<file path="config.mk">
export PLATFORM = sky130hd
export DESIGN_NAME = muldiv_unit
export DESIGN_NICKNAME = d
export VERILOG_FILES = /design/src/rtl/muldiv_pkg.sv /design/src/rtl/muldiv_divider.sv /design/src/rtl/muldiv_unit.sv
export SDC_FILE = /design/constraint.sdc
export NUM_CORES = 1
export LEC_CHECK = 0
export CAP_MARGIN = 30
export CELL_PAD_IN_SITES_DETAIL_PLACEMENT = 0
export CELL_PAD_IN_SITES_GLOBAL_PLACEMENT = 1
export CORE_MARGIN = 2
export CORE_UTILIZATION = 25
export CTS_CLUSTER_DIAMETER = 50
export DETAILED_ROUTE_END_ITERATION = 7
export MAX_ROUTING_LAYER = met4
export PLACE_DENSITY = 0.47
export SYNTH_ARGS = -nofsm -noshare
export SYNTH_HDL_FRONTEND = slang
export SYNTH_SLANG_ARGS = --single-unit
</file>
<file path="constraint.sdc">
create_clock -name clk -period 6.1 [get_ports clk]
set_input_delay 0.915 -clock clk [delete_from_list [all_inputs] [get_ports clk]]
set_output_delay 0.915 -clock clk [all_outputs]
set_load 0.01 [all_outputs]
</file>
<file path="src/rtl/muldiv_pkg.sv">
// Shared types and constants for the RV32M multiply/divide unit.
package muldiv_pkg;

    localparam int unsigned XLEN  = 32;
    localparam int unsigned ITERS = 32;
    localparam int unsigned CNT_W = 5;

    typedef logic [1:0] state_t;

    localparam state_t ST_IDLE = 2'd0;
    localparam state_t ST_MUL  = 2'd1;
    localparam state_t ST_DIV  = 2'd2;
    localparam state_t ST_DONE = 2'd3;

    localparam logic [2:0] F3_MUL    = 3'b000;
    localparam logic [2:0] F3_MULH   = 3'b001;
    localparam logic [2:0] F3_MULHSU = 3'b010;
    localparam logic [2:0] F3_MULHU  = 3'b011;
    localparam logic [2:0] F3_DIV    = 3'b100;
    localparam logic [2:0] F3_DIVU   = 3'b101;
    localparam logic [2:0] F3_REM    = 3'b110;
    localparam logic [2:0] F3_REMU   = 3'b111;

    // Two's-complement negate when n is set.
    function automatic logic [XLEN-1:0] neg_if(input logic [XLEN-1:0] v, input logic n);
        return n ? (~v + XLEN'(1)) : v;
    endfunction

endpackage

</file>
<file path="src/rtl/muldiv_divider.sv">
// Restoring divider over magnitudes, one quotient bit per step.
// Only instantiated when MULDIV_DIV_EN is defined.
module muldiv_divider
    import muldiv_pkg::*;
(
    input  logic            clk,
    input  logic            rst,
    input  logic            load,
    input  logic            step,
    input  logic [XLEN-1:0] dividend,
    input  logic [XLEN-1:0] divisor,
    output logic [XLEN-1:0] quo_c,
    output logic [XLEN-1:0] rem_c
);

    logic [XLEN-1:0] quo;
    logic [XLEN-1:0] rem;
    logic [XLEN-1:0] dvs;
    logic [XLEN:0]   shifted;
    logic [XLEN:0]   diff;

    // quo shifts dividend bits out of the top while quotient bits enter the bottom.
    always_comb begin
        shifted = {rem, quo[XLEN-1]};
        diff    = shifted - {1'b0, dvs};
        if (!diff[XLEN]) begin
            rem_c = diff[XLEN-1:0];
            quo_c = {quo[XLEN-2:0], 1'b1};
        end else begin
            rem_c = shifted[XLEN-1:0];
            quo_c = {quo[XLEN-2:0], 1'b0};
        end
    end

    always_ff @(posedge clk or posedge rst) begin
        if (rst) begin
            quo <= '0;
            rem <= '0;
            dvs <= '0;
        end else if (load) begin
            quo <= dividend;
            rem <= '0;
            dvs <= divisor;
        end else if (step) begin
            quo <= quo_c;
            rem <= rem_c;
        end
    end

endmodule

</file>
<file path="src/rtl/muldiv_unit.sv">
// Iterative RV32M multiply/divide unit with fixed 32-step latency.
// Divider is present only when MULDIV_DIV_EN is defined.
module muldiv_unit
    import muldiv_pkg::*;
#(
    parameter int unsigned WIDTH = 32
) (
    input  logic             clk,
    input  logic             rst,
    input  logic             start,
    input  logic [2:0]       funct3,
    input  logic [WIDTH-1:0] rs1_data,
    input  logic [WIDTH-1:0] rs2_data,
    input  logic [4:0]       rd_addr_in,
    output logic             busy,
    output logic             done,
    output logic [WIDTH-1:0] result,
    output logic [4:0]       rd_addr_out
);

    state_t            state;
    state_t            state_n;
    logic              busy_n;
    logic              done_n;
    logic              accept;
    logic              last;
    logic [CNT_W-1:0]  cnt;
    logic [2:0]        op;
    logic [4:0]        tag;
    logic              neg_q;

    logic              sign_a;
    logic              sign_b;
    logic              neg_a;
    logic              neg_b;
    logic [XLEN-1:0]   mag_a;
    logic [XLEN-1:0]   mag_b;
    logic [XLEN-1:0]   fast_result;

    logic [2*XLEN-1:0] prod;
    logic [2*XLEN-1:0] prod_n;
    logic [2*XLEN-1:0] mul_fix;
    logic [XLEN-1:0]   mcand;
    logic [XLEN:0]     mul_sum;
    logic [XLEN-1:0]   mul_res;
    logic [XLEN-1:0]   final_result;

`ifdef MULDIV_DIV_EN
    logic              neg_r;
    logic              div_zero;
    logic              div_ovf;
    logic              div_fast;
    logic [XLEN-1:0]   quo_c;
    logic [XLEN-1:0]   rem_c;
    logic [XLEN-1:0]   div_res;
`endif

    assign last = (cnt == CNT_W'(ITERS - 1));

    // Operand signedness and magnitudes for the requested op.
    always_comb begin
        sign_a = funct3[2] ? ~funct3[0] : ((funct3 == F3_MULH) || (funct3 == F3_MULHSU));
        sign_b = funct3[2] ? ~funct3[0] : (funct3 == F3_MULH);
        neg_a  = sign_a & rs1_data[XLEN-1];
        neg_b  = sign_b & rs2_data[XLEN-1];
        mag_a  = neg_if(rs1_data, neg_a);
        mag_b  = neg_if(rs2_data, neg_b);
    end

`ifdef MULDIV_DIV_EN
    // Divide-by-zero and signed overflow finish without iterating.
    always_comb begin
        div_zero = (rs2_data == '0);
        div_ovf  = ~funct3[0] && (rs1_data == 32'h8000_0000) && (rs2_data == 32'hFFFF_FFFF);
        div_fast = div_zero | div_ovf;
        if (div_zero)
            fast_result = funct3[1] ? rs1_data : 32'hFFFF_FFFF;
        else
            fast_result = funct3[1] ? 32'h0000_0000 : 32'h8000_0000;
    end
`else
    assign fast_result = '0;
`endif

    always_comb begin
        state_n = state;
        accept  = 1'b0;
        case (state)
            ST_IDLE, ST_DONE: begin
                if (start) begin
                    accept = 1'b1;
                    if (!funct3[2]) begin
                        state_n = ST_MUL;
                    end else begin
`ifdef MULDIV_DIV_EN
                        state_n = div_fast ? ST_DONE : ST_DIV;
`else
                        state_n = ST_DONE;
`endif
                    end
                end else begin
                    state_n = ST_IDLE;
                end
            end
            ST_MUL: begin
                if (last) state_n = ST_DONE;
            end
`ifdef MULDIV_DIV_EN
            ST_DIV: begin
                if (last) state_n = ST_DONE;
            end
`endif
            default: state_n = ST_IDLE;
        endcase
        busy_n = (state_n == ST_MUL) || (state_n == ST_DIV);
        done_n = (state_n == ST_DONE);
    end

    always_ff @(posedge clk or posedge rst) begin
        if (rst) begin
            state <= ST_IDLE;
            busy  <= 1'b0;
            done  <= 1'b0;
        end else begin
            state <= state_n;
            busy  <= busy_n;
            done  <= done_n;
        end
    end

    // Shift-add step: conditionally add multiplicand to the high half, shift right.
    always_comb begin
        mul_sum = {1'b0, prod[2*XLEN-1:XLEN]} + ({1'b0, mcand} & {(XLEN+1){prod[0]}});
        prod_n  = {mul_sum, prod[XLEN-1:1]};
        mul_fix = neg_q ? (~prod_n + (2*XLEN)'(1)) : prod_n;
        mul_res = (op == F3_MUL) ? mul_fix[XLEN-1:0] : mul_fix[2*XLEN-1:XLEN];
    end

`ifdef MULDIV_DIV_EN
    muldiv_divider u_divider (
        .clk      (clk),
        .rst      (rst),
        .load     (accept && funct3[2] && !div_fast),
        .step     (state == ST_DIV),
        .dividend (mag_a),
        .divisor  (mag_b),
        .quo_c    (quo_c),
        .rem_c    (rem_c)
    );

    always_comb begin
        div_res      = op[1] ? neg_if(rem_c, neg_r) : neg_if(quo_c, neg_q);
        final_result = (state == ST_DIV) ? div_res : mul_res;
    end
`else
    assign final_result = mul_res;
`endif

    always_ff @(posedge clk or posedge rst) begin
        if (rst) begin
            cnt         <= '0;
            op          <= '0;
            tag         <= '0;
            neg_q       <= 1'b0;
            prod        <= '0;
            mcand       <= '0;
            result      <= '0;
            rd_addr_out <= '0;
`ifdef MULDIV_DIV_EN
            neg_r       <= 1'b0;
`endif
        end else if (accept) begin
            cnt   <= '0;
            op    <= funct3;
            tag   <= rd_addr_in;
            neg_q <= neg_a ^ neg_b;
            prod  <= {{XLEN{1'b0}}, mag_b};
            mcand <= mag_a;
`ifdef MULDIV_DIV_EN
            neg_r <= neg_a;
`endif
            if (state_n == ST_DONE) begin
                result      <= fast_result;
                rd_addr_out <= rd_addr_in;
            end
        end else if ((state == ST_MUL) || (state == ST_DIV)) begin
            cnt <= cnt + CNT_W'(1);
            if (state == ST_MUL) prod <= prod_n;
            if (last) begin
                result      <= final_result;
                rd_addr_out <= tag;
            end
        end
    end

endmodule

</file>
==> flow_summary.json <==
{
  "via_per_inst": 4.91,
  "ir_drop_mv": 0.215,
  "fin_ws_ns": 1.40,
  "dp_slack_ns": 1.44,
  "cp-start-kind": "flop",
  "finalCoreUtilization_pct": 30.4,
  "skew_ns": 0.0111,
  "min_path_type": "flop to flop",
  "synth_commonest_cells": "nand2_1 (171), o21ai_0 (152), dfrtp_1 (151), nor2_1 (99), xnor2_1 (69)",
  "cts_buffers": 17,
  "outcome": "complete, no violations",
  "layout-drive-gt1-share_pct": 5.96,
  "die_h_um": 216,
  "crit_fanout": 33,
  "syn_inst": 1329,
  "stdcell_area_um2": 13400,
  "overflow": 0,
  "post-route-min-period_ns": 4.70,
  "ys_warn_count": 0,
  "numClockSinks": 151,
  "place_hpwl_um": 28900,
  "clk_pin_slew_worst_paths_ns": 0.07,
  "yosysSeqAreaShare_pct": 33.7,
  "synth-edff-count": 0,
  "rows": 77,
  "routed_wirelength_um": 37800,
  "synth_top_area_share_pct": 33.7,
  "dpl.cell_count": 1970,
  "cts_hold_buf": 0,
  "nets": 1513,
  "fillCellCount": 4718,
  "fin_tns_setup_ns": 0,
  "vias": 9821,
  "synth-main-ff-cell": "dfrtp_1",
  "fin_cells": 2002,
  "async_reset_ff_share_pct": 100,
  "ant_nets": 0,
  "yosysTopAreaCell": "dfrtp_1",
  "dr.pass1.iters": 5,
  "cp-end-kind": "flop",
  "antenna_found_initial": 0,
  "drc": 0,
  "min_period_over_period_pct": 77.0,
  "leakagePower_nw": 5.61,
  "synth_cell_types": 79,
  "synth.most_common_cell": "nand2_1",
  "synth.avg_cell_area_um2": 8.44,
  "grt_pass1_vias": 9784,
  "cts_tree": "built",
  "arrival_ns": 5.07,
  "rsz0062_at_grt": "false",
  "syn_area_um2": 11200,
  "cts-htree-levels": 4,
  "area_growth_pct": 19.8,
  "drv_cap": 0,
  "ys_top_cells_by_area": "dfrtp_1 (34%), o21ai_0 (6.8%), mux2i_1 (5.9%)",
  "die_w_um": 216,
  "place_congestion": 0.809,
  "fmax_mhz": 213,
  "io_buffer_count": 113,
  "synth.ff_latch_count": 151,
  "core_area_um2": 44200,
  "grt_max_degree": 80,
  "postCtsSetupBuffers": 0,
  "syn_nets": 1445,
  "antennaDiodeCount": 0,
  "cts-root-buf": "clkbuf_16",
  "grt_pass1_wl_um": 59200,
  "tightest_slew_ns": 0.987,
  "track_usage_pct": 16.9,
  "setup_viol": 0,
  "crit_required_ns": 6.48,
  "hold_viol_final": 0,
  "insertion_delay_ns": 0.46,
  "wl_per_cell_um": 18.9,
  "placedInstanceArea_um2": 12900,
  "max-clock-path-buffers": 2,
  "cts_resized": 0,
  "initial_core_util_pct": 25.4,
  "die_area_um2": 46600,
  "num_io_pins": 114,
  "drt_iter0_drc": 570,
  "path_class": "flop to flop",
  "power_density_nw_per_um2": 519,
  "relSlewSlack_pct": 33.9,
  "slew_violations": 0
}
==> stage by stage <==
step	hold slack, ns	power (mW)
2_1_floorplan	0.438	4.59
3_3_place_gp	0.454	5.97
3_5_place_dp	0.461	5.97
4_1_cts	0.479	7.08
5_1_grt	0.507	7.59
6_report	0.472	6.97
==> final cells by class <==
cell class	count	area (um2)	area share, %
Clock inverter	13	120	0.894
Inverter	21	83.8	0.624
Sequential cell	151	3780	28.1
Clock buffer	19	443	3.30
Timing Repair Buffer	128	1240	9.25
Tap cell	592	741	5.51
Multi-Input combinational cell	1078	7030	52.3
==> flip-flops by register name (all words and copies together), names as in the netlist <==
signal,cells
result,32
neg_q,1
tag,5
busy,1
done,1
mcand,32
state,2
op,3
prod,64
rd_addr_out,5
cnt,5
==> cells in the final DEF (no fill, tap or decap), types with 4 or more instances in the layout <==
cell,instances
nand2b_1,13
o21a_1,5
o31ai_1,29
inv_6,5
nor2_1,99
o21bai_1,4
nand2_1,170
ha_1,39
and4_1,7
a2111oi_0,4
and3_1,11
nand4_1,12
a21o_1,23
and2_1,40
nor4_1,11
o41ai_1,14
or2_2,8
a31oi_1,10
nor3_1,22
buf_4,15
clkdlybuf4s50_1,113
dfrtp_1,150
a22o_1,4
a211oi_1,7
o21ai_0,152
nor2b_1,5
xor2_1,66
xnor2_1,69
a22oi_1,14
clkbuf_16,17
or3_1,17
or4_1,9
nand3_1,20
inv_1,20
mux2i_1,66
a21oi_1,67
==> cell families (layout without fill, tap and decap cells) <==
| logic type | Yosys count | after routing | share of synthesized area [%] |
|---|---|---|---|
| xor gates and xnor gates | 135 | 135 | 10.5 |
| AOI/OAI and AO/OA | 369 | 369 | 20.5 |
| DFF | 151 | 151 | 33.7 |
| adders and majority gates | 41 | 41 | 4.64 |
| muxes | 67 | 67 | 5.99 |
| and+or+nand+nor | 466 | 466 | 20.7 |
| buffers and inverters | 100 | 181 | 3.91 |
==> path summary, 6_finish.rpt <==
path | startpoint | to | slack, ns | depth (start not counted)
setup / recovery | prod[0] | result[30] | 1.40 | 12
hold / removal | mcand[30] | mcand[30] | 0.47 | 2
setup reg to reg | prod[0] | result[30] | 1.40 | 12
hold reg to reg | mcand[30] | mcand[30] | 0.47 | 2
max in group asynchronous | rst | prod[59] | 4.02 | 3
min in group asynchronous | rst | tag[3] | 0.98 | 2
==> per-layer routing <==
metal	up-vias	global-route usage [%]	wire length, um
li1	4875	-	-
met1	4758	23.4	19000
met2	157	25.7	17200
met3	31	3.23	1150
met4	0	3.54	429
met5	-	-	0
==> critical path: stages (launching register included) <==
cell       delay (ns)
dfrtp_1          0.87
and2_1           0.22
ha_1             0.30
a21o_1           0.27
a31oi_1          0.39
a21boi_1         0.21
o2111ai_1        0.43
a311oi_1         0.16
a311o_2          0.39
or4b_4           0.59
nor4_1           0.31
mux2_2           0.38
o211ai_1         0.09
==> power by group <==
part | switching, mW | internal [mW]
sequential | 0.424 | 1.45
combinational | 2.43 | 1.59
clock | 0.501 | 0.576
total | 3.36 | 3.62
Power figures use the tool's default switching activity.
